<file path="src/rtl/pwm_timer_pkg.sv">
// pwm_timer_pkg: register offsets, CTRL bit indices and channel state encoding
package pwm_timer_pkg;
  localparam logic [1:0] REG_PERIOD = 2'd0;
  localparam logic [1:0] REG_DUTY   = 2'd1;
  localparam logic [1:0] REG_NCYC   = 2'd2;
  localparam logic [1:0] REG_CTRL   = 2'd3;
  localparam int CTRL_CONT  = 0;
  localparam int CTRL_INV   = 1;
  localparam int CTRL_ABORT = 2;
  typedef enum logic [1:0] {IDLE, RUN, DONE} ch_state_e;
endpackage

</file>
<file path="src/rtl/pwm_timer_mc_if.sv">
// pwm_timer_mc_if: register write port shared by all PWM channels
//   we     write strobe
//   addr   {channel, reg}
//   wdata  write data
interface pwm_timer_mc_if #(
  parameter int N_CH  = 4,
  parameter int CNT_W = 16
);
  logic                    we;
  logic [$clog2(N_CH)+1:0] addr;
  logic [CNT_W-1:0]        wdata;
  modport master (output we, addr, wdata);
  modport slave  (input  we, addr, wdata);
endinterface

</file>
<file path="src/rtl/pwm_timer_ch.sv">
// pwm_timer_ch: one PWM channel with shadow/active registers, FSM, counters and outputs
//   i_clk/i_rst_n              clock, synchronous active-low reset
//   i_start                    start request, honoured only in IDLE
//   i_we/i_reg/i_wdata         write port already decoded to this channel
//   o_pwm/o_timer_end/o_busy   registered PWM, one-shot completion flag, state != IDLE
module pwm_timer_ch
  import pwm_timer_pkg::*;
#(
  parameter int CNT_W    = 16,
  parameter int CYC_W    = 8,
  parameter int END_HOLD = 10
) (
  input  logic             i_clk,
  input  logic             i_rst_n,
  input  logic             i_start,
  input  logic             i_we,
  input  logic [1:0]       i_reg,
  input  logic [CNT_W-1:0] i_wdata,
  output logic             o_pwm,
  output logic             o_timer_end,
  output logic             o_busy
);
  localparam int HW = $clog2(END_HOLD + 1);
  ch_state_e        state_q, state_d;
  logic [CNT_W-1:0] per_s_q, per_s_d, duty_s_q, duty_s_d;
  logic [CNT_W-1:0] per_a_q, per_a_d, duty_a_q, duty_a_d;
  logic [CNT_W-1:0] inner_q, inner_d, per_eff;
  logic [CYC_W-1:0] ncyc_s_q, ncyc_s_d, ncyc_a_q, ncyc_a_d, cyc_q, cyc_d, cyc_inc;
  logic [HW-1:0]    hold_q, hold_d;
  logic             cont_s_q, cont_s_d, inv_s_q, inv_s_d;
  logic             cont_a_q, cont_a_d, inv_a_q, inv_a_d;
  logic             pwm_q, pwm_d, end_q, end_d;
  logic             wr_ctrl, abort, wrap;
  assign wr_ctrl  = i_we && i_reg == REG_CTRL;
  assign abort    = wr_ctrl && i_wdata[CTRL_ABORT];
  assign per_s_d  = (i_we && i_reg == REG_PERIOD) ? i_wdata : per_s_q;
  assign duty_s_d = (i_we && i_reg == REG_DUTY) ? i_wdata : duty_s_q;
  assign ncyc_s_d = (i_we && i_reg == REG_NCYC) ? i_wdata[CYC_W-1:0] : ncyc_s_q;
  assign cont_s_d = wr_ctrl ? i_wdata[CTRL_CONT] : cont_s_q;
  assign inv_s_d  = wr_ctrl ? i_wdata[CTRL_INV] : inv_s_q;
  // A zero period behaves as a one-clock period
  assign per_eff  = (per_a_q == '0) ? CNT_W'(1) : per_a_q;
  assign wrap     = inner_q == per_eff - CNT_W'(1);
  assign cyc_inc  = cyc_q + CYC_W'(1);
  always_comb begin
    state_d  = state_q;
    per_a_d  = per_a_q;
    duty_a_d = duty_a_q;
    ncyc_a_d = ncyc_a_q;
    cont_a_d = cont_a_q;
    inv_a_d  = inv_a_q;
    inner_d  = inner_q;
    cyc_d    = cyc_q;
    hold_d   = hold_q;
    pwm_d    = inv_a_q;
    end_d    = 1'b0;
    if (abort) begin
      state_d = IDLE;
      inner_d = '0;
      cyc_d   = '0;
      hold_d  = '0;
    end else if (state_q == IDLE) begin
      // Start loads the forwarded shadows so a same-cycle write takes effect
      if (i_start) begin
        state_d  = RUN;
        per_a_d  = per_s_d;
        duty_a_d = duty_s_d;
        ncyc_a_d = ncyc_s_d;
        cont_a_d = cont_s_d;
        inv_a_d  = inv_s_d;
        inner_d  = '0;
        cyc_d    = '0;
      end
    end else if (state_q == RUN) begin
      // A zero-cycle one-shot finishes without emitting any PWM value
      if (!cont_a_q && ncyc_a_q == '0) begin
        state_d = DONE;
        hold_d  = '0;
      end else begin
        pwm_d   = (inner_q >= duty_a_q) ^ inv_a_q;
        inner_d = wrap ? '0 : inner_q + CNT_W'(1);
        if (wrap) begin
          cyc_d    = cyc_inc;
          per_a_d  = per_s_q;
          duty_a_d = duty_s_q;
          inv_a_d  = inv_s_q;
          if (!cont_a_q && cyc_inc == ncyc_a_q) begin
            state_d = DONE;
            hold_d  = '0;
          end
        end
      end
    end else begin
      end_d  = hold_q != HW'(END_HOLD);
      hold_d = hold_q + HW'(1);
      if (hold_q == HW'(END_HOLD)) begin
        state_d = IDLE;
        hold_d  = '0;
      end
    end
  end
  always_ff @(posedge i_clk) begin
    if (!i_rst_n) begin
      state_q  <= IDLE;
      per_s_q  <= '0;
      duty_s_q <= '0;
      ncyc_s_q <= '0;
      cont_s_q <= 1'b0;
      inv_s_q  <= 1'b0;
      per_a_q  <= '0;
      duty_a_q <= '0;
      ncyc_a_q <= '0;
      cont_a_q <= 1'b0;
      inv_a_q  <= 1'b0;
      inner_q  <= '0;
      cyc_q    <= '0;
      hold_q   <= '0;
      pwm_q    <= 1'b0;
      end_q    <= 1'b0;
    end else begin
      state_q  <= state_d;
      per_s_q  <= per_s_d;
      duty_s_q <= duty_s_d;
      ncyc_s_q <= ncyc_s_d;
      cont_s_q <= cont_s_d;
      inv_s_q  <= inv_s_d;
      per_a_q  <= per_a_d;
      duty_a_q <= duty_a_d;
      ncyc_a_q <= ncyc_a_d;
      cont_a_q <= cont_a_d;
      inv_a_q  <= inv_a_d;
      inner_q  <= inner_d;
      cyc_q    <= cyc_d;
      hold_q   <= hold_d;
      pwm_q    <= pwm_d;
      end_q    <= end_d;
    end
  end
  assign o_pwm       = pwm_q;
  assign o_timer_end = end_q;
  assign o_busy      = state_q != IDLE;
endmodule

</file>
<file path="src/rtl/pwm_timer_mc.sv">
// pwm_timer_mc: N_CH-channel PWM timer sharing one register write port
//   i_clk/i_rst_n              clock, synchronous active-low reset
//   i_start                    per-channel start requests
//   bus                        write port, addr = {channel, reg}
//   o_pwm/o_timer_end/o_busy   per-channel outputs
module pwm_timer_mc
  import pwm_timer_pkg::*;
#(
  parameter int N_CH     = 4,
  parameter int CNT_W    = 16,
  parameter int CYC_W    = 8,
  parameter int END_HOLD = 10
) (
  input  logic              i_clk,
  input  logic              i_rst_n,
  input  logic [N_CH-1:0]   i_start,
  pwm_timer_mc_if.slave     bus,
  output logic [N_CH-1:0]   o_pwm,
  output logic [N_CH-1:0]   o_timer_end,
  output logic [N_CH-1:0]   o_busy
);
  localparam int CHW = $clog2(N_CH);
  logic [CHW-1:0] ch_sel;
  assign ch_sel = bus.addr[CHW+1:2];
  for (genvar c = 0; c < N_CH; c++) begin : g_ch
    pwm_timer_ch #(
      .CNT_W    (CNT_W),
      .CYC_W    (CYC_W),
      .END_HOLD (END_HOLD)
    ) u_ch (
      .i_clk       (i_clk),
      .i_rst_n     (i_rst_n),
      .i_start     (i_start[c]),
      .i_we        (bus.we && ch_sel == CHW'(c)),
      .i_reg       (bus.addr[1:0]),
      .i_wdata     (bus.wdata),
      .o_pwm       (o_pwm[c]),
      .o_timer_end (o_timer_end[c]),
      .o_busy      (o_busy[c])
    );
  end
endmodule

</file>
<file path="src/flat_wrapper.sv">
// flat-port wrapper written by rule: the top's interface ports become plain ports
module pwm_timer_mc_flat import pwm_timer_pkg::*;
#(
  parameter int N_CH     = 4,
  parameter int CNT_W    = 16,
  parameter int CYC_W    = 8,
  parameter int END_HOLD = 10
)
  (i_clk, i_rst_n, i_start, o_pwm, o_timer_end, o_busy, bus_we, bus_addr, bus_wdata);
  pwm_timer_mc_if #(.N_CH(N_CH), .CNT_W(CNT_W)) bus_i ();
  input  logic i_clk;
  input  logic i_rst_n;
  input  logic [N_CH-1:0] i_start;
  output logic [N_CH-1:0] o_pwm;
  output logic [N_CH-1:0] o_timer_end;
  output logic [N_CH-1:0] o_busy;
  input wire logic [$bits(bus_i.we)-1:0] bus_we;
  input wire logic [$bits(bus_i.addr)-1:0] bus_addr;
  input wire logic [$bits(bus_i.wdata)-1:0] bus_wdata;
  assign bus_i.we = bus_we;
  assign bus_i.addr = bus_addr;
  assign bus_i.wdata = bus_wdata;
  pwm_timer_mc #(.N_CH(N_CH), .CNT_W(CNT_W), .CYC_W(CYC_W), .END_HOLD(END_HOLD)) u_core (.i_clk(i_clk), .i_rst_n(i_rst_n), .i_start(i_start), .bus(bus_i), .o_pwm(o_pwm), .o_timer_end(o_timer_end), .o_busy(o_busy));
endmodule
</file>
<file path="config.mk">
export PLATFORM = sky130hd
export DESIGN_NAME = pwm_timer_mc_flat
export DESIGN_NICKNAME = d
export VERILOG_FILES = /design/src/rtl/pwm_timer_pkg.sv /design/src/rtl/pwm_timer_mc_if.sv /design/src/rtl/pwm_timer_ch.sv /design/src/rtl/pwm_timer_mc.sv /design/src/flat_wrapper.sv
export SDC_FILE = /design/constraint.sdc
export NUM_CORES = 1
export LEC_CHECK = 0
export ABC_CLOCK_PERIOD_IN_PS = 7000
export CORE_MARGIN = 3
export CORE_UTILIZATION = 35
export CTS_BUF_LIST = sky130_fd_sc_hd__clkbuf_4 sky130_fd_sc_hd__clkbuf_8
export CTS_CLUSTER_DIAMETER = 100
export DETAILED_ROUTE_END_ITERATION = 12
export GPL_TIMING_DRIVEN = 0
export PLACE_DENSITY = 0.52
export SLEW_MARGIN = 20
export SYNTH_ARGS = -nofsm -noshare
export SYNTH_HDL_FRONTEND = slang
export SYNTH_SLANG_ARGS = --single-unit
</file>
<file path="constraint.sdc">
create_clock -name i_clk -period 7 [get_ports i_clk]
set_input_delay 1.4 -clock i_clk [delete_from_list [all_inputs] [get_ports i_clk]]
set_output_delay 1.4 -clock i_clk [all_outputs]
set_load 0.02 [all_outputs]
</file>
* Word-level counts from Yosys, hierarchy flattened
Index checks and enable logic that the tools add are counted.
** Storage, ports and cells
- Flip-flop bits (word level) :: 464
- Input port bits :: 27
- Word-level logic and storage cells :: 433
** Cells by class
- Add/subtract/negate cells :: 16
- Magnitude comparators :: 4
- Equal/unequal tests :: 50
- Mux-type cells :: 188
- Bitwise operators :: 13
- Reductions and logical operators :: 98
** Operator list (number)
- two-way mux 16 bit :: 72
- two-way mux 8 bit :: 24
- two-way mux 4 bit :: 20
- adder 16 x 1 -> 16 bit (second input constant) :: 4
- == test 16 bit :: 4
- greater-or-equal comparator 16 bit :: 4
- zero test 16 bit :: 4
- subtractor 16 x 1 -> 16 bit (second input constant) :: 4
- two-way mux 2 bit :: 28
- two-way mux 1 bit :: 44
- AND reduction 3 bit :: 12
- adder 8 x 1 -> 8 bit (second input constant) :: 4
- == test 8 bit :: 4
- logical AND 1 bit :: 32
- zero test 8 bit :: 4
- AND reduction 4 bit :: 8
- nonzero test 2 bit :: 12
- AND reduction 5 bit :: 4
- adder 4 x 1 -> 4 bit (second input constant) :: 4
- == test 4 bit (second input constant) :: 4
- inequality test 2 bit (second input constant) :: 8
- inequality test 4 x 2 -> 1 bit (second input constant) :: 4
- inequality test 4 x 3 -> 1 bit (second input constant) :: 4
- inequality test 4 bit (second input constant) :: 4
- other kinds (11) :: 53

* Logic depth before layout (Yosys ltp)
Gate-level depths: netlist (run 1).
- Depth after elaboration :: 8
- Gate-level depth with buffers :: 16
- Depth with buffers taken out :: 13

* Hierarchy
Synthesis (run 1) repeated with hierarchy kept, for this count alone.
** Unflattened totals
- Cell total of the unflattened synthesis :: 3061
- Area total of the unflattened synthesis :: 25834.8 um^2
** Modules (own cells, without submodules)
- pwm_timer_ch at u_core.g_ch[1].u_ch ... :: instances 2, cells an instance 768, area an instance 6426.2 um^2
- pwm_timer_ch at u_core.g_ch[3].u_ch :: instances 1, cells an instance 774, area an instance 6476.2 um^2
- pwm_timer_ch at u_core.g_ch[0].u_ch :: instances 1, cells an instance 747, area an instance 6468.7 um^2
- pwm_timer_mc :: instances 1, cells an instance 4, area an instance 37.5 um^2

* Worst setup path before layout (run 1)
Ideal clock, no wire load.
- Path type :: register to register
- Start point :: reg u_core.g_ch[3].u_ch.per_a_q[2]
- End point :: reg u_core.g_ch[3].u_ch.duty_a_q[10]
- Setup time :: 0.124 ns
- Arrival :: 3.618 ns
- Required time :: 6.876 ns
- Setup slack :: 3.259 ns
- Cell stages (with the launch flop) :: 17
- Path buffers :: 4
- Period minus slack after synthesis :: 3.741 ns
- Cell sequence :: dfxtp_1 > clkbuf_1 > nor3_1 > and3_1 > clkbuf_1 > a21oi_1 > ha_1 > or3b_2 > nor4_1 > mux2i_1 > a21oi_1 > or4bb_1 > nor3_2 > or2_2 > buf_2 > buf_2 > a21oi_1
** Between the ends
- Word-level cells in the longest chain between the ends :: 6
** Ends and longest elaborated chain
- start, declared :: line pwm_timer_ch.sv:26 : logic [CNT_W-1:0] per_a_q, per_a_d, duty_a_q, duty_a_d;
- start signal, assigned :: line pwm_timer_ch.sv:127 : per_a_q <= per_a_d;
- zero test 16 bit :: line pwm_timer_ch.sv:42 : assign per_eff = (per_a_q == '0) ? CNT_W'(1) : per_a_q;
- two-way mux 16 bit (*) :: line pwm_timer_ch.sv:42
- subtractor 16 x 1 -> 16 bit (*) :: line pwm_timer_ch.sv:43 : assign wrap = inner_q == per_eff - CNT_W'(1);
- == test 16 bit (*) :: line pwm_timer_ch.sv:43
- nonzero test 2 bit (no source line) (*)
- AND reduction 5 bit (no source line) (*)
- end signal, assigned :: line pwm_timer_ch.sv:128 : duty_a_q <= duty_a_d;
- end, declared :: line pwm_timer_ch.sv:26
Every way passes the cells marked *; elsewhere a longest branch is shown, timed or not.
A chain may end at the register's enable or synchronous reset.

* Worst setup path in the final report (run 1)
- Start point :: reg u_core.g_ch[0].u_ch.state_q[1]
- End point :: out o_busy[0]
** Between the ends
- Word-level cells in the longest chain between the ends :: 1
** Ends and longest elaborated chain
- start, declared :: line pwm_timer_ch.sv:24 : ch_state_e state_q, state_d;
- start signal, assigned :: line pwm_timer_ch.sv:121 : state_q <= state_d;
- nonzero test 2 bit :: line pwm_timer_ch.sv:141 : assign o_busy = state_q != IDLE;
- end, declared :: line flat_wrapper.sv:16 : output logic [N_CH-1:0] o_busy;
Every way passes these cells.

==> results of run 1 <==
-- cells by family after synthesis --
kind of cell / Yosys count / share of synthesized area, %
buffers and inverters: 312 / 5.18
DFF: 464 / 38.0
AOI/OAI and AO/OA: 675 / 18.7
adders and majority gates: 84 / 4.30
muxes: 160 / 6.59
xor gates and xnor gates: 137 / 4.91
and+or+nand+nor: 1167 / 22.3
-- worst max-delay path by stage --
stage                                        to  slack, ns                            from  cells after the start
2_1_floorplan  u_core.g_ch[3].u_ch.duty_a_q[10]       3.26  u_core.g_ch[3].u_ch.per_a_q[2]                     16
3_3_place_gp       u_core.g_ch[2].u_ch.cyc_q[7]       1.76                         i_rst_n                      7
3_5_place_dp       u_core.g_ch[2].u_ch.cyc_q[7]       2.01                    bus_wdata[2]                      7
4_1_cts                               o_busy[0]       2.08  u_core.g_ch[0].u_ch.state_q[1]                      7
5_1_grt                               o_busy[0]       1.88  u_core.g_ch[0].u_ch.state_q[1]                      7
6_report                              o_busy[0]       2.12  u_core.g_ch[0].u_ch.state_q[1]                      7
-- per-layer routing --
metal  up-vias  part of all wire [%]
met5         -                 0.037
met2       643                    44
met3       170                   5.5
met4         4                   4.2
met1     10539                    46
li1      10953                     -
-- placed cells by master (no fill, tap or decap), types with 31 or more instances in the layout --
master	n
dfxtp_1	464
o21ai_0	75
a211oi_1	85
inv_1	105
nor2_1	292
clkdlybuf4s50_1	31
clkbuf_8	108
xor2_1	55
nand3_1	113
nand2_1	430
nor3_1	49
a21oi_1	227
xnor2_1	82
nand4_1	38
clkbuf_1	155
mux2i_1	154
o31ai_1	42
ha_1	84
a311oi_1	35
nor4_1	31
a221oi_1	36
-- through the flow --
stage | hold slack (ns) | std cells | power (mW) | utilization [%]
3_5_place_dp | 0.446 | 3961 | 7.00 | 37.6
6_report | 0.453 | 4120 | 9.83 | 40.4
5_1_grt | 0.471 | 4118 | 10.5 | 40.4
3_3_place_gp | 0.442 | 3961 | 6.93 | 37.6
4_1_cts | 0.454 | 4116 | 9.88 | 40.4
2_1_floorplan | 0.436 | 2999 | 6.02 | -
-- state kept, by name, summed over array words and instances (netlist names) --
signal and cells:
u_core.g_ch.u_ch.hold_q 16, u_core.g_ch.u_ch.cont_a_q 4, u_core.g_ch.u_ch.o_pwm 4, u_core.g_ch.u_ch.cyc_q 32
u_core.g_ch.u_ch.ncyc_s_q 32, u_core.g_ch.u_ch.per_a_q 64, u_core.g_ch.u_ch.cont_s_q 4, u_core.g_ch.u_ch.inner_q 64
u_core.g_ch.u_ch.inv_a_q 4, u_core.g_ch.u_ch.inv_s_q 4, u_core.g_ch.u_ch.duty_a_q 64, u_core.g_ch.u_ch.duty_s_q 64
u_core.g_ch.u_ch.state_q 8, u_core.g_ch.u_ch.o_timer_end 4, u_core.g_ch.u_ch.per_s_q 64, u_core.g_ch.u_ch.ncyc_a_q 32
-- power breakdown --
| group | internal, mW | switching, mW | total, mW |
|---|---|---|---|
| Clock | 1.61 | 1.23 | 2.84 |
| Sequential | 3.04 | 0.417 | 3.45 |
| Combinational | 1.41 | 2.13 | 3.54 |
| Total | 6.06 | 3.78 | 9.83 |
-- worst max-delay path, stage by stage, from the launching register on --
cell	delay, ns
dfxtp_1	0.29
clkbuf_1	0.21
nor2_1	0.71
clkbuf_1	0.48
inv_1	0.14
clkbuf_1	0.25
buf_4	0.19
clkdlybuf4s50_1	0.53
-- area by class of cell --
type                       instances  area (sq um)
fill                            7027         41000
buffer                           204           862
multi-input combinational       2223         13900
inverter                         108           405
sequential                       464          9290
timing repair buffer              31           310
tap                              931          1160
antenna                            4          10.0
clock inverter                    28           244
clock buffer                     127          1630
==> reports/metrics.cfg, run 1 <==
[worst_setup_path]
ff2ff_path_depth = 14
path_max_fanout = 10
r2r-start = u_core.g_ch[3].u_ch.per_a_q[10]
worstSetupPathType = reg -> out
critPathArrivalTime_ns = 3.48
crit_path_end_kind = primary output
start_kind = flip-flop
required_ns = 5.60
regToRegSetupSlack_ns = 2.24
timing.rr.end = u_core.g_ch[3].u_ch.per_a_q[5]

[clocking]
clk_latency_ns = 0.68
cts.sinks = 464
ctsHoldBuffers = 0
numCtsBuffers = 85
cts_tree = built
cts_buffer_depth = 3
cts_setup_buffers = 0
root_buffer = clkbuf_8
cts.clk_slew.worst_paths_ns = 0.06
cts_htree_levels = 3
cts_resized = 0

[cells_and_area]
fin_area_sq_um = 27800
drive_gt1_share_pct = 8.07
nets = 3228
syn_to_final_growth_pct = 13.8

[timing]
clock_skew_ns = 0.0285
layout_min_cycle_time_ns = 4.88
tightest_slew_ns = 1.19
setup_tns_ns = 0
finalCritPeriodShare_pct = 69.7
layout_setup_ws_ns = 2.12
clock.fmax_mhz = 205
slew_violations = 0
setup_viol = 0
finalHoldViolCount = 0
slew_headroom_pct = 20.9
rsz0062_at_grt = false

[global_routing]
met2_usage_pct = 33.8
grt_max_degree = 13
top_usage_layer = met2
overflow = 0
track_usage_pct = 21.4
antenna_found_initial = 4
use_met3_pct = 3.52
met1_usage_pct = 28.5
grt_pass1_vias = 21668
grt_pass1_wl_microns = 124000

[placement]
place_congestion = 0.875
place_ws_ns = 2.01
place_hpwl_microns = 58000
placed_area_sq_um = 25900
io_buffers = 31

[synthesis]
ys_ff_latch = 464
seq_area_frac_synth_pct = 38.0
ys_warn_count = 0
syn_avg_cell_area_sq_um = 8.14
yosys-top-cells-count = dfxtp_1, nand2_1, nor2_1
synth_top_area_share_pct = 38.0
synth_cell_types = 84
syn_inst = 2999
synth_fp_nets = 3110
synthMostInstantiatedCell = dfxtp_1
synthesis.area_sq_um = 24400
synth-edff-count = 0
synth_top_cell_by_area = dfxtp_1
ys_async_sr_fraction_pct = 0
synth_area_leaders = dfxtp_1, nand2_1, mux2i_1
ys.flop_type = dfxtp_1

[floorplan]
die_width_microns = 270
row_count = 96
core_region_area_sq_um = 68800
io_pins = 39
initial_utilization_pct = 35.5
fp.dieArea_sq_um = 73000
fp.dieH_microns = 270

[power]
p_leak_nw = 10.1
ir_worst_vdd_mv = 0.266
p_per_area_nw_per_um2 = 354

[routing]
wl_microns = 80200
drtIter0Drc = 1550
drtAntennaViolNets = 0
dr.pass1.iters = 6
wl_per_cell_microns = 19.5
drc = 0
via_per_inst = 5.41
vias = 22309

[status]
status = finished, final reports clean

[hold_path]
whs_path_depth = 2
hold_class = reg -> reg
whs_endpoint = u_core.g_ch[0].u_ch.per_s_q[10]
hp-start = u_core.g_ch[0].u_ch.per_s_q[10]

[flow_run]
cap_violations = 0

No activity file was read; power rests on OpenSTA's default activity.
==> inputs of run 2 (changes only) <==
--- a/config.mk
+++ b/config.mk
@@ -5,7 +5,7 @@
 export SDC_FILE = /design/constraint.sdc
 export NUM_CORES = 1
 export LEC_CHECK = 0
-export ABC_CLOCK_PERIOD_IN_PS = 7000
+export ABC_CLOCK_PERIOD_IN_PS = 4500
 export CORE_MARGIN = 3
 export CORE_UTILIZATION = 35
 export CTS_BUF_LIST = sky130_fd_sc_hd__clkbuf_4 sky130_fd_sc_hd__clkbuf_8
==> constraint.sdc (replaced) <==
create_clock -name i_clk -period 4.5 [get_ports i_clk]
set_input_delay 0.9 -clock i_clk [delete_from_list [all_inputs] [get_ports i_clk]]
set_output_delay 0.9 -clock i_clk [all_outputs]
set_load 0.02 [all_outputs]
==> run 2 against run 1 <==
Effect of this change: critical path type is now reg -> reg; hold slack improved by 0.0011 ns; sequential power rose by 58%; utilization rose by 0.15 points.
==> reports/metrics.cfg, run 2 (same netlist as run 1, synthesis figures left out) <==
[status]
status = finished, final reports clean

[worst_setup_path]
r2r-start = u_core.g_ch[3].u_ch.per_a_q[10]
path_max_fanout = 10
ff2ff_path_depth = 15
crit_path_end_kind = flip-flop
timing.rr.end = u_core.g_ch[3].u_ch.per_a_q[2]
worstSetupPathType = reg -> reg
required_ns = 5.04
regToRegSetupSlack_ns = 0.23
critPathArrivalTime_ns = 4.81
start_kind = flip-flop

[clocking]
cts_tree = built
clk_latency_ns = 0.68
ctsHoldBuffers = 0
cts_buffer_depth = 3
numCtsBuffers = 85
cts.sinks = 464
cts.clk_slew.worst_paths_ns = 0.06
cts_htree_levels = 3
root_buffer = clkbuf_8

[floorplan]
core_region_area_sq_um = 68800
initial_utilization_pct = 35.5
fp.dieArea_sq_um = 73000
fp.dieH_microns = 270
row_count = 96
io_pins = 39
die_width_microns = 270

[timing]
setup_viol = 0
finalCritPeriodShare_pct = 95.0
slew_headroom_pct = 21.2
setup_tns_ns = 0
tightest_slew_ns = 1.18
slew_violations = 0
finalHoldViolCount = 0
clock_skew_ns = 0.0274
layout_min_cycle_time_ns = 4.27
clock.fmax_mhz = 234

[placement]
placed_area_sq_um = 25900
place_hpwl_microns = 58000
io_buffers = 31
place_congestion = 0.875
placedCellCount = 3961

[cells_and_area]
finalNonFillerCells = 4117
final_common_cell = dfxtp_1
fin_area_sq_um = 27900
most-common-layout-cells = dfxtp_1, nand2_1, nor2_1
drive_gt1_share_pct = 8.64
nets = 3225
syn_to_final_growth_pct = 14.2

[routing]
drtIter0Drc = 1585
wl_microns = 80400
vias = 22362
via_per_inst = 5.43
dr.pass1.iters = 9
drc = 0
drtAntennaViolNets = 0
wl_per_cell_microns = 19.5

[global_routing]
grt_pass1_wl_microns = 124000
met2_usage_pct = 33.8
use_met3_pct = 3.52
grt_max_degree = 13
top_usage_layer = met2
antenna_found_initial = 4
grt_pass1_vias = 21663
track_usage_pct = 21.4
met1_usage_pct = 28.5
overflow = 0

[hold_path]
whs_path_depth = 2
hold_class = reg -> reg
whs_endpoint = u_core.g_ch[0].u_ch.per_s_q[10]
hp-start = u_core.g_ch[0].u_ch.per_s_q[10]

[flow_run]
cap_violations = 0

[power]
finalPower_mw = 15.4
ir_worst_vdd_mv = 0.436
p_per_area_nw_per_um2 = 553
p_leak_nw = 10.1

## run 2: metal layers
| metal | wire length, microns | vias up | share of wire [%] |
|---|---|---|---|
| met2 | 35600 | 686 | 44 |
| li1 | - | 10943 | - |
| met3 | 4730 | 172 | 5.9 |
| met4 | 3500 | 4 | 4.4 |
| met5 | 30 | - | 0.037 |
| met1 | 36500 | 10557 | 45 |
## run 2: worst max path at each step
stage / to / slack (ns) / start / depth (start not counted)
3_5_place_dp: u_core.g_ch[3].u_ch.duty_a_q[11] / -0.21 / u_core.g_ch[3].u_ch.per_a_q[9] / 15
4_1_cts: u_core.g_ch[3].u_ch.per_a_q[5] / 0.03 / u_core.g_ch[3].u_ch.per_a_q[3] / 14
5_1_grt: u_core.g_ch[1].u_ch.per_a_q[6] / -0.01 / u_core.g_ch[1].u_ch.per_a_q[3] / 14
6_report: u_core.g_ch[3].u_ch.per_a_q[2] / 0.23 / u_core.g_ch[3].u_ch.per_a_q[10] / 15
3_3_place_gp: u_core.g_ch[2].u_ch.cyc_q[7] / -0.24 / i_rst_n / 7
2_1_floorplan: u_core.g_ch[3].u_ch.duty_a_q[10] / 0.76 / u_core.g_ch[3].u_ch.per_a_q[2] / 16
## run 2: timing repair
item / CTS / global route
pin swaps: 0 / 3
gates cloned: 0 / 0
gates resized for setup: 3 / 21
setup endpoints to repair: 40 / 127
setup buffers: 0 / 1
endpoints found under the hold margin: 0 / 0
## run 2: stage by stage
stage          worst slack [ns]  hold WS (ns)  util [%]
4_1_cts                  0.0293         0.454      40.4
5_1_grt                -0.00999         0.471      40.5
3_5_place_dp             -0.213         0.446      37.6
3_3_place_gp             -0.237         0.442      37.6
2_1_floorplan             0.759         0.436         -
6_report                  0.226         0.455      40.5
## run 2: critical path, cell delays in order (launching register included)
cell and delay (ns):
dfxtp_1 0.48, nor4_2 0.11, and3_1 0.15, clkbuf_1 0.17, a21oi_1 0.20, ha_1 0.25
or3b_2 0.51, nor4_1 0.31, mux2i_1 0.22, a21oi_1 0.17, or4bb_1 0.62, nor3_4 0.26
or2_2 0.16, buf_2 0.16, buf_2 0.25, a21oi_1 0.10
## run 2: where the power goes
part           internal, mW  leakage, nW  switching, mW
clock                  2.51         1.00           1.92
combinational          2.23         5.34           3.30
sequential             4.73         3.77          0.724
## run 2: layout make-up
cell class	count	area, sq um
fillers	7011	40900
multi-input cells	2223	14000
flip-flops and latches	464	9290
clock buffers	127	1630
well taps	931	1160
plain buffers	200	848
inverters	108	405
repair buffers	32	318
clock inverters	28	244
diodes	4	10.0
